[src/rtl/airi5c_fetch_ctrl_pkg.sv]
// Shared types and defaults for the instruction-fetch controller.
// Holds the FSM state encoding, the reset PC and the compressed-instruction test.
package airi5c_fetch_ctrl_pkg;

   localparam int unsigned FETCH_XPR_LEN    = 32;
   localparam int unsigned FETCH_INST_WIDTH = 32;
   localparam logic [31:0] FETCH_RESET_PC   = 32'h8000_0000;

   typedef enum logic [1:0] {
      FETCH_S_REQ  = 2'b00,
      FETCH_S_WAIT = 2'b01,
      FETCH_S_HOLD = 2'b10
   } fetch_state_e;

   // RVC encodings use every low-bit pattern except 2'b11
   function automatic logic is_compressed(input logic [1:0] low_bits);
      return (low_bits != 2'b11);
   endfunction

endpackage

[src/rtl/airi5c_fetch_ctrl.sv]
// Instruction-fetch stage: single-outstanding req/gnt/rvalid fetches, a held
// instruction behind valid/ready, and squashing of in-flight fetches on redirect.
module airi5c_fetch_ctrl
   import airi5c_fetch_ctrl_pkg::*;
#(
   parameter int unsigned        XPR_LEN    = FETCH_XPR_LEN,
   parameter int unsigned        INST_WIDTH = FETCH_INST_WIDTH,
   parameter logic [XPR_LEN-1:0] RESET_PC   = FETCH_RESET_PC[XPR_LEN-1:0]
) (
   input  logic                  clk_i,
   input  logic                  rst_i,
   input  logic [XPR_LEN-1:0]    pc_pif_i,
   input  logic                  redirect_i,
   output logic                  imem_req_o,
   output logic [XPR_LEN-1:0]    imem_addr_o,
   input  logic                  imem_gnt_i,
   input  logic                  imem_rvalid_i,
   input  logic [INST_WIDTH-1:0] imem_rdata_i,
   input  logic                  imem_err_i,
   output logic [INST_WIDTH-1:0] inst_o,
   output logic                  inst_valid_o,
   input  logic                  inst_ready_i,
   output logic [XPR_LEN-1:0]    pc_if_o,
   output logic                  compressed_o,
   output logic                  fetch_err_o
);

   fetch_state_e          r_state;
   fetch_state_e          w_state_nxt;
   logic [XPR_LEN-1:0]    r_pc_req;
   logic [XPR_LEN-1:0]    w_pc_req_nxt;
   logic [XPR_LEN-1:0]    r_pc_if;
   logic [XPR_LEN-1:0]    w_pc_if_nxt;
   logic [XPR_LEN-1:0]    r_redir_pc;
   logic [XPR_LEN-1:0]    w_redir_pc_nxt;
   logic                  r_kill;
   logic                  w_kill_nxt;
   logic                  r_inst_valid;
   logic                  w_inst_valid_nxt;
   logic                  r_err;
   logic                  w_err_nxt;
   logic [INST_WIDTH-1:0] r_inst;
   logic [INST_WIDTH-1:0] w_inst_nxt;
   logic                  w_req;
   logic [XPR_LEN-1:0]    w_addr;
   logic                  w_hold_issue;

   // Leaving HOLD happens on acceptance or on any redirect (which ignores ready)
   assign w_hold_issue = inst_ready_i | redirect_i;

   // Request port: REQ replays the latched address, HOLD issues the mux output directly
   always_comb begin
      w_req  = 1'b0;
      w_addr = r_pc_req;
      case (r_state)
         FETCH_S_REQ: begin
            w_req  = 1'b1;
            w_addr = r_pc_req;
         end
         FETCH_S_HOLD: begin
            if (w_hold_issue) begin
               w_req  = 1'b1;
               w_addr = pc_pif_i;
            end else begin
               w_req  = 1'b0;
               w_addr = r_pc_req;
            end
         end
         default: begin
            w_req  = 1'b0;
            w_addr = r_pc_req;
         end
      endcase
   end

   // Next-state and datapath updates for the fetch FSM
   always_comb begin
      w_state_nxt      = r_state;
      w_pc_req_nxt     = r_pc_req;
      w_pc_if_nxt      = r_pc_if;
      w_redir_pc_nxt   = r_redir_pc;
      w_kill_nxt       = r_kill;
      w_inst_valid_nxt = r_inst_valid;
      w_err_nxt        = r_err;
      w_inst_nxt       = r_inst;
      case (r_state)
         FETCH_S_REQ: begin
            // A redirect cannot withdraw the request; remember the target and squash its reply
            if (redirect_i) begin
               w_kill_nxt     = 1'b1;
               w_redir_pc_nxt = pc_pif_i;
            end else begin
               w_kill_nxt     = r_kill;
            end
            if (imem_gnt_i) begin
               w_pc_if_nxt = r_pc_req;
               w_state_nxt = FETCH_S_WAIT;
            end else begin
               w_state_nxt = FETCH_S_REQ;
            end
         end
         FETCH_S_WAIT: begin
            if (imem_rvalid_i) begin
               if (redirect_i) begin
                  w_kill_nxt   = 1'b0;
                  w_pc_req_nxt = pc_pif_i;
                  w_pc_if_nxt  = pc_pif_i;
                  w_state_nxt  = FETCH_S_REQ;
               end else if (r_kill) begin
                  w_kill_nxt   = 1'b0;
                  w_pc_req_nxt = r_redir_pc;
                  w_pc_if_nxt  = r_redir_pc;
                  w_state_nxt  = FETCH_S_REQ;
               end else begin
                  w_inst_nxt       = imem_rdata_i;
                  w_err_nxt        = imem_err_i;
                  w_inst_valid_nxt = 1'b1;
                  w_state_nxt      = FETCH_S_HOLD;
               end
            end else if (redirect_i) begin
               w_kill_nxt     = 1'b1;
               w_redir_pc_nxt = pc_pif_i;
            end else begin
               w_state_nxt = FETCH_S_WAIT;
            end
         end
         FETCH_S_HOLD: begin
            if (w_hold_issue) begin
               w_inst_valid_nxt = 1'b0;
               if (imem_gnt_i) begin
                  w_pc_if_nxt = pc_pif_i;
                  w_state_nxt = FETCH_S_WAIT;
               end else begin
                  w_pc_req_nxt = pc_pif_i;
                  w_state_nxt  = FETCH_S_REQ;
               end
            end else begin
               w_state_nxt = FETCH_S_HOLD;
            end
         end
         default: begin
            w_state_nxt      = FETCH_S_REQ;
            w_kill_nxt       = 1'b0;
            w_inst_valid_nxt = 1'b0;
         end
      endcase
   end

   // State and datapath registers with synchronous reset
   always_ff @(posedge clk_i) begin
      if (rst_i) begin
         r_state      <= FETCH_S_REQ;
         r_pc_req     <= RESET_PC;
         r_pc_if      <= RESET_PC;
         r_redir_pc   <= RESET_PC;
         r_kill       <= 1'b0;
         r_inst_valid <= 1'b0;
         r_err        <= 1'b0;
         r_inst       <= '0;
      end else begin
         r_state      <= w_state_nxt;
         r_pc_req     <= w_pc_req_nxt;
         r_pc_if      <= w_pc_if_nxt;
         r_redir_pc   <= w_redir_pc_nxt;
         r_kill       <= w_kill_nxt;
         r_inst_valid <= w_inst_valid_nxt;
         r_err        <= w_err_nxt;
         r_inst       <= w_inst_nxt;
      end
   end

   assign imem_req_o   = w_req;
   assign imem_addr_o  = w_addr;
   assign inst_o       = r_inst;
   assign inst_valid_o = r_inst_valid;
   assign pc_if_o      = r_pc_if;
   assign fetch_err_o  = r_err;
   assign compressed_o = is_compressed(r_inst[1:0]);

endmodule
[config.mk]
export PLATFORM = sky130hd
export DESIGN_NAME = airi5c_fetch_ctrl
export DESIGN_NICKNAME = d
export VERILOG_FILES = /design/src/rtl/airi5c_fetch_ctrl_pkg.sv /design/src/rtl/airi5c_fetch_ctrl.sv
export SDC_FILE = /design/constraint.sdc
export NUM_CORES = 1
export LEC_CHECK = 0
export CAP_MARGIN = 20
export CORE_MARGIN = 4
export CORE_UTILIZATION = 53
export DETAILED_ROUTE_END_ITERATION = 10
export MAX_ROUTING_LAYER = met4
export PLACE_DENSITY = 0.87
export SYNTH_ARGS = -nofsm -noshare
export SYNTH_HDL_FRONTEND = slang
export SYNTH_SLANG_ARGS = --single-unit
[constraint.sdc]
create_clock -name clk_i -period 6.91 [get_ports clk_i]
set_clock_uncertainty 0.2 [all_clocks]
set_input_delay 2.073 -clock clk_i [delete_from_list [all_inputs] [get_ports clk_i]]
set_output_delay 2.073 -clock clk_i [all_outputs]
set_load 0.02 [all_outputs]
==> results of run 1 <==
==> worst max-delay path, stage by stage <==
cell	delay, ns
clkdlybuf4s50_1	0.49
o21ai_4	0.18
buf_12	0.25
mux2_2	0.37
clkdlybuf4s50_1	0.55
==> per-stage QoR <==
step,power [uW],util,instances
CTS,2140,0.744,1075
detailed placement,1310,0.697,1046
global route,2220,0.744,1075
floorplan,1130,-,793
global placement,1300,0.697,1045
finish,2130,0.744,1075
==> cell usage in the layout (no fill, tap or decap), types with 2 or more instances in the layout <==
cell type,instances
nand3_1,2
clkdlybuf4s50_1,168
a211o_1,31
ha_2,3
inv_1,4
a21oi_1,99
clkinv_2,4
clkbuf_1,3
dfxtp_1,133
a311oi_1,31
nor3b_1,2
nor2_1,67
clkbuf_8,4
o21ai_0,31
buf_12,2
nor2b_1,2
a22oi_1,32
nand2_1,195
nor3_1,7
clkbuf_16,17
mux2_2,63
buf_4,11
==> final cells by class <==
type | count | area share
clock buffers | 24 | 0.0569
flip-flops and latches | 133 | 0.308
multi-input cells | 584 | 0.397
repair buffers | 182 | 0.209
inverters | 4 | 0.00174
well taps | 143 | 0.0207
clock inverters | 5 | 0.00579
==> layer usage <==
metal / part of all wire / vias to the layer above / track usage / wire length, um
li1: - / 3050 / - / -
met1: 0.42 / 2928 / 0.329 / 7550
met2: 0.48 / 251 / 0.421 / 8720
met3: 0.081 / 24 / 0.0706 / 1460
met4: 0.015 / 0 / 0.0916 / 271
met5: 0 / - / - / 0
==> sequential cells by signal, summed over array words and instances, names as in the netlist <==
name and flops:
inst_o 32, r_state 2, r_kill 1, pc_if_o 32, inst_valid_o 1, r_pc_req 32
r_redir_pc 32, fetch_err_o 1
==> power groups by stage <==
stage	Sequential, uW	Clock [uW]	Combinational [uW]
final	858	834	436
after global routing	863	877	476
after CTS	857	847	437
after detailed placement	872	0	434
after global placement	872	0	425
after floorplan	888	0	238
==> logic make-up (layout without fill, tap and decap cells) <==
logic type	count (synthesis)	after routing	synth area share
adder cells (fa/ha/maj)	4	4	0.00785
multiplexers	64	64	0.113
AND/OR/NAND/NOR	279	279	0.169
AO/OA/AOI/OAI	237	237	0.242
buffers and inverters	76	215	0.0502
flip-flops	133	133	0.418
==> how the worst max path moves through the flow <==
stage                                 end  slack, ns
after floorplan           imem_addr_o[10]       1.28
after global placement     imem_addr_o[9]       0.77
after detailed placement   imem_addr_o[2]       0.71
after CTS                  imem_addr_o[2]       0.70
after global routing       imem_addr_o[2]       0.67
final                      imem_addr_o[2]       0.70
==> flow_summary.yaml, run 1 <==
synthesis:
  synth_top_area_cell: "dfxtp_1"
  netlist_top_cells_count: "195 x nand2_1, 133 x dfxtp_1, 99 x a21oi_1"
  ys_types: 34
  async_flop_share: 0
  ys_top_cells_by_area: "dfxtp_1 42%, nand2_1 11%, mux2_2 11%"
  syn_area_per_cell_um2: 8.04
  synth_nets: 868
  yosysWarnings: 0
  synth_edf_count: 0
  synth_seq_cells: 133
  synth_top_area_frac: 0.418
  synthesis.instances: 793
  synth_most_common_cell: "nand2_1"
  ys_seq_area_frac: 0.418
  synthFlopType: "dfxtp_1"
  synth_area_um2: 6370
critical_path:
  r2r-start: "r_state[0]"
  critPathRequiredTime_ns: 4.64
  reg2reg_to: "pc_if_o[10]"
  worst_ep_arrival_time_ns: 3.93
  r2r_cells: 8
  criticalPathCategory: "primary input to primary output"
  r2r_setup_slack_ns: 3.34
  startpoint: "inst_ready_i"
  path_max_fanout: 33
  endpoint_kind: "primary output"
  worst_setup_path_start_kind: "primary input"
global_routing:
  grt_pass1_vias: 5957
  grt_usage: 0.265
  grt_pass1_wl_um: 29700
  grt_max_degree: 75
  grt_overflow: 0
  antenna_found_initial: 0
power_and_ir_drop:
  total_leakage_power_uw: 0.00302
  switching_power_uw: 580
  pwr-share-clk: 0.392
  p_comb_frac: 0.205
  ir_worst_vdd_uv: 166
  seq_power_share: 0.403
  p_int_uw: 1550
  power_density_nw_per_um2: 246
  sw_frac_of_total: 0.273
sta:
  maxSlewHeadroom: 0.347
  fmax_ghz: 0.161
  slew_violations: 0
  post-route-min-period_ns: 6.21
  setup_viol_count_final: 0
  rsz0062_at_grt: "no"
  worst_pin_slew_ns: 0.979
  tns_ns: 0
  finalCritPeriodShare: 0.898
  finalHoldWorstSlack_ns: 0.246
  setup_ws_ns: 0.703
  finalHoldViolCount: 0
route:
  via_per_inst: 5.82
  vias: 6253
  drt-pass1-iter-count: 5
  drc: 0
  ant_nets: 0
  drtIter0Drc: 732
  wire_per_inst_um: 16.7
  routed_wl_um: 18000
layout:
  nets: 997
  multiInputGateArea_um2: 3430
  nFillCells: 885
  regArea_um2: 2660
  syn2layout_area_growth_pct: 35.5
  fin_area_um2: 8640
  num_antenna_cells: 0
  drive_gt1_frac: 0.120
die:
  die_h_um: 118
  dieArea_um2: 13800
  rows: 39
  start_util: 0.549
  coreArea_um2: 11600
  dieWidth_um: 118
  io_pins: 171
job:
  maxCapViolations: 0
cts:
  cts_buffers: 17
  cts_max_path_buffers: 2
  post-cts-setup-buffers: 0
  root_buffer: "clkbuf_16"
  htreeDepth: 4
  worstSkewPairLatency_ns: 0.41
  tritoncts: "yes"
  path_clk_slew_ns: 0.05
  hold_buffers: 0
  cts.sinks: 133
  post_cts_resized: 0
worst_hold_path:
  min_from: "pc_if_o[20]"
  hp-class: "flop to flop"
  whs_endpoint: "pc_if_o[20]"
  min_path_cells: 2
place:
  dp_slack_ns: 0.708
  routabilityCongestion: 0.784
  dp_hpwl_um: 11000
  place_area_um2: 8100
  io_buffers: 170
run_status:
  status: "finished, final reports clean"
Power figures use the tool's default switching activity.
==> run 2, diff against run 1 <==
--- a/config.mk
+++ b/config.mk
@@ -5,11 +5,12 @@
 export SDC_FILE = /design/constraint.sdc
 export NUM_CORES = 1
 export LEC_CHECK = 0
+export ABC_CLOCK_PERIOD_IN_PS = 6910
 export CAP_MARGIN = 20
 export CORE_MARGIN = 4
 export CORE_UTILIZATION = 53
 export DETAILED_ROUTE_END_ITERATION = 10
-export MAX_ROUTING_LAYER = met4
+export GPL_TIMING_DRIVEN = 1
 export PLACE_DENSITY = 0.87
 export SYNTH_ARGS = -nofsm -noshare
 export SYNTH_HDL_FRONTEND = slang
==> flow_summary.yaml, run 2 (synthesized netlist as in run 1, its figures left out) <==
run_status:
  status: "finished, final reports clean"
layout:
  layout_commonest_cell: "nand2_1"
  syn2layout_area_growth_pct: 35.5
  nFillCells: 885
  nets: 997
  drive_gt1_frac: 0.120
  num_antenna_cells: 0
  layout_common_cells: "195 x nand2_1, 168 x clkdlybuf4s50_1, 133 x dfxtp_1"
die:
  die_h_um: 118
  dieArea_um2: 13800
  start_util: 0.549
  rows: 39
  dieWidth_um: 118
  coreArea_um2: 11600
  io_pins: 171
cts:
  post-cts-setup-buffers: 0
  root_buffer: "clkbuf_16"
  path_clk_slew_ns: 0.05
  htreeDepth: 4
  cts_buffers: 17
  tritoncts: "yes"
  hold_buffers: 0
  post_cts_resized: 0
  cts_max_path_buffers: 2
  worstSkewPairLatency_ns: 0.41
  cts.sinks: 133
power_and_ir_drop:
  total_leakage_power_uw: 0.00302
  power_uw: 2130
  power_density_nw_per_um2: 246
  ir_worst_vdd_uv: 166
worst_hold_path:
  min_path_cells: 2
  min_from: "pc_if_o[20]"
  hp-class: "flop to flop"
  whs_endpoint: "pc_if_o[20]"
sta:
  setup_viol_count_final: 0
  worst_pin_slew_ns: 0.981
  post-route-min-period_ns: 6.21
  finalHoldViolCount: 0
  slew_violations: 0
  setup_ws_ns: 0.700
  finalCritPeriodShare: 0.899
  tns_ns: 0
  rsz0062_at_grt: "no"
  fmax_ghz: 0.161
  maxSlewHeadroom: 0.346
route:
  drc: 0
  drtIter0Drc: 749
  ant_nets: 0
  drt-pass1-iter-count: 5
  wire_per_inst_um: 16.7
  routed_wl_um: 18000
  via_per_inst: 5.83
  vias: 6270
critical_path:
  slowest_delay_ns: 0.55
  r2r_cells: 8
  path_cells: "clkdlybuf4s50_1 > o21ai_4 > buf_12 > mux2_2 > clkdlybuf4s50_1"
  r2r_setup_slack_ns: 3.35
  path_depth: 5
  worst_ep_arrival_time_ns: 3.94
  reg2reg_to: "pc_if_o[6]"
  worst_setup_path_start_kind: "primary input"
  critPathBufInv: 3
  cp_top_family: "buffers and inverters"
  critPathRequiredTime_ns: 4.64
  path_max_fanout: 33
  cpMaxStageDelayCell: "clkdlybuf4s50_1"
  r2r-start: "r_state[0]"
  endpoint_kind: "primary output"
  path_common_cell: "clkdlybuf4s50_1"
  criticalPathCategory: "primary input to primary output"
global_routing:
  grt_usage: 0.258
  grt_pass1_vias: 5947
  antenna_found_initial: 0
  grt_overflow: 0
  grt_max_degree: 75
  grt_pass1_wl_um: 29700
place:
  dp_slack_ns: 0.708
  io_buffers: 170
  routabilityCongestion: 0.773
  dp_hpwl_um: 11000
job:
  maxCapViolations: 0
run 2: worst max-delay path by stage:
stage	from	end	slack, ns
global route	inst_ready_i	imem_addr_o[2]	0.67
global placement	inst_ready_i	imem_addr_o[9]	0.77
floorplan	redirect_i	imem_addr_o[10]	1.28
detailed placement	inst_ready_i	imem_addr_o[2]	0.71
CTS	inst_ready_i	imem_addr_o[2]	0.70
finish	inst_ready_i	imem_addr_o[2]	0.70
run 2: routing by layer:
layer	track usage	share of wire	vias to the layer above
met4	0.0916	0.019	0
met3	0.0841	0.080	32
li1	-	-	3047
met1	0.319	0.42	2934
met5	0	0	-
met2	0.421	0.48	257
run 2: report_power, final:
| part | internal (uW) | switching, uW | leakage, uW |
|---|---|---|---|
| registers | 821 | 36.3 | 0.00109 |
| clock network | 524 | 310 | 0.000272 |
| logic | 202 | 234 | 0.00166 |
run 2: worst min-delay path, stage by stage (launching register included):
cell     delay (ns)
dfxtp_1        0.30
nand2_1        0.05
a21oi_1        0.05
run 2: through the flow:
stage,area (um^2),instances,utilization,hold WS [ns]
5_1_grt,8640,1075,0.744,0.269
3_3_place_gp,8090,1045,0.697,0.237
3_5_place_dp,8100,1046,0.697,0.243
4_1_cts,8640,1075,0.744,0.249
2_1_floorplan,6370,793,-,0.247
6_report,8640,1075,0.744,0.245
run 2: area by class of cell:
cell class,count,area (um^2),area share
multi-input cells,584,3430,0.397
flip-flops and latches,133,2660,0.308
repair buffers,182,1810,0.209
clock buffers,24,492,0.0569
well taps,143,179,0.0207
clock inverters,5,50.0,0.00579
inverters,4,15.0,0.00174
==> run 3, diff against run 2 <==
--- a/config.mk
+++ b/config.mk
@@ -15,3 +15,4 @@
 export SYNTH_ARGS = -nofsm -noshare
 export SYNTH_HDL_FRONTEND = slang
 export SYNTH_SLANG_ARGS = --single-unit
+export TNS_END_PERCENT = 50
==> results of run 3 <==
No change in the layout: final DEF, timing and power equal those of run 2.
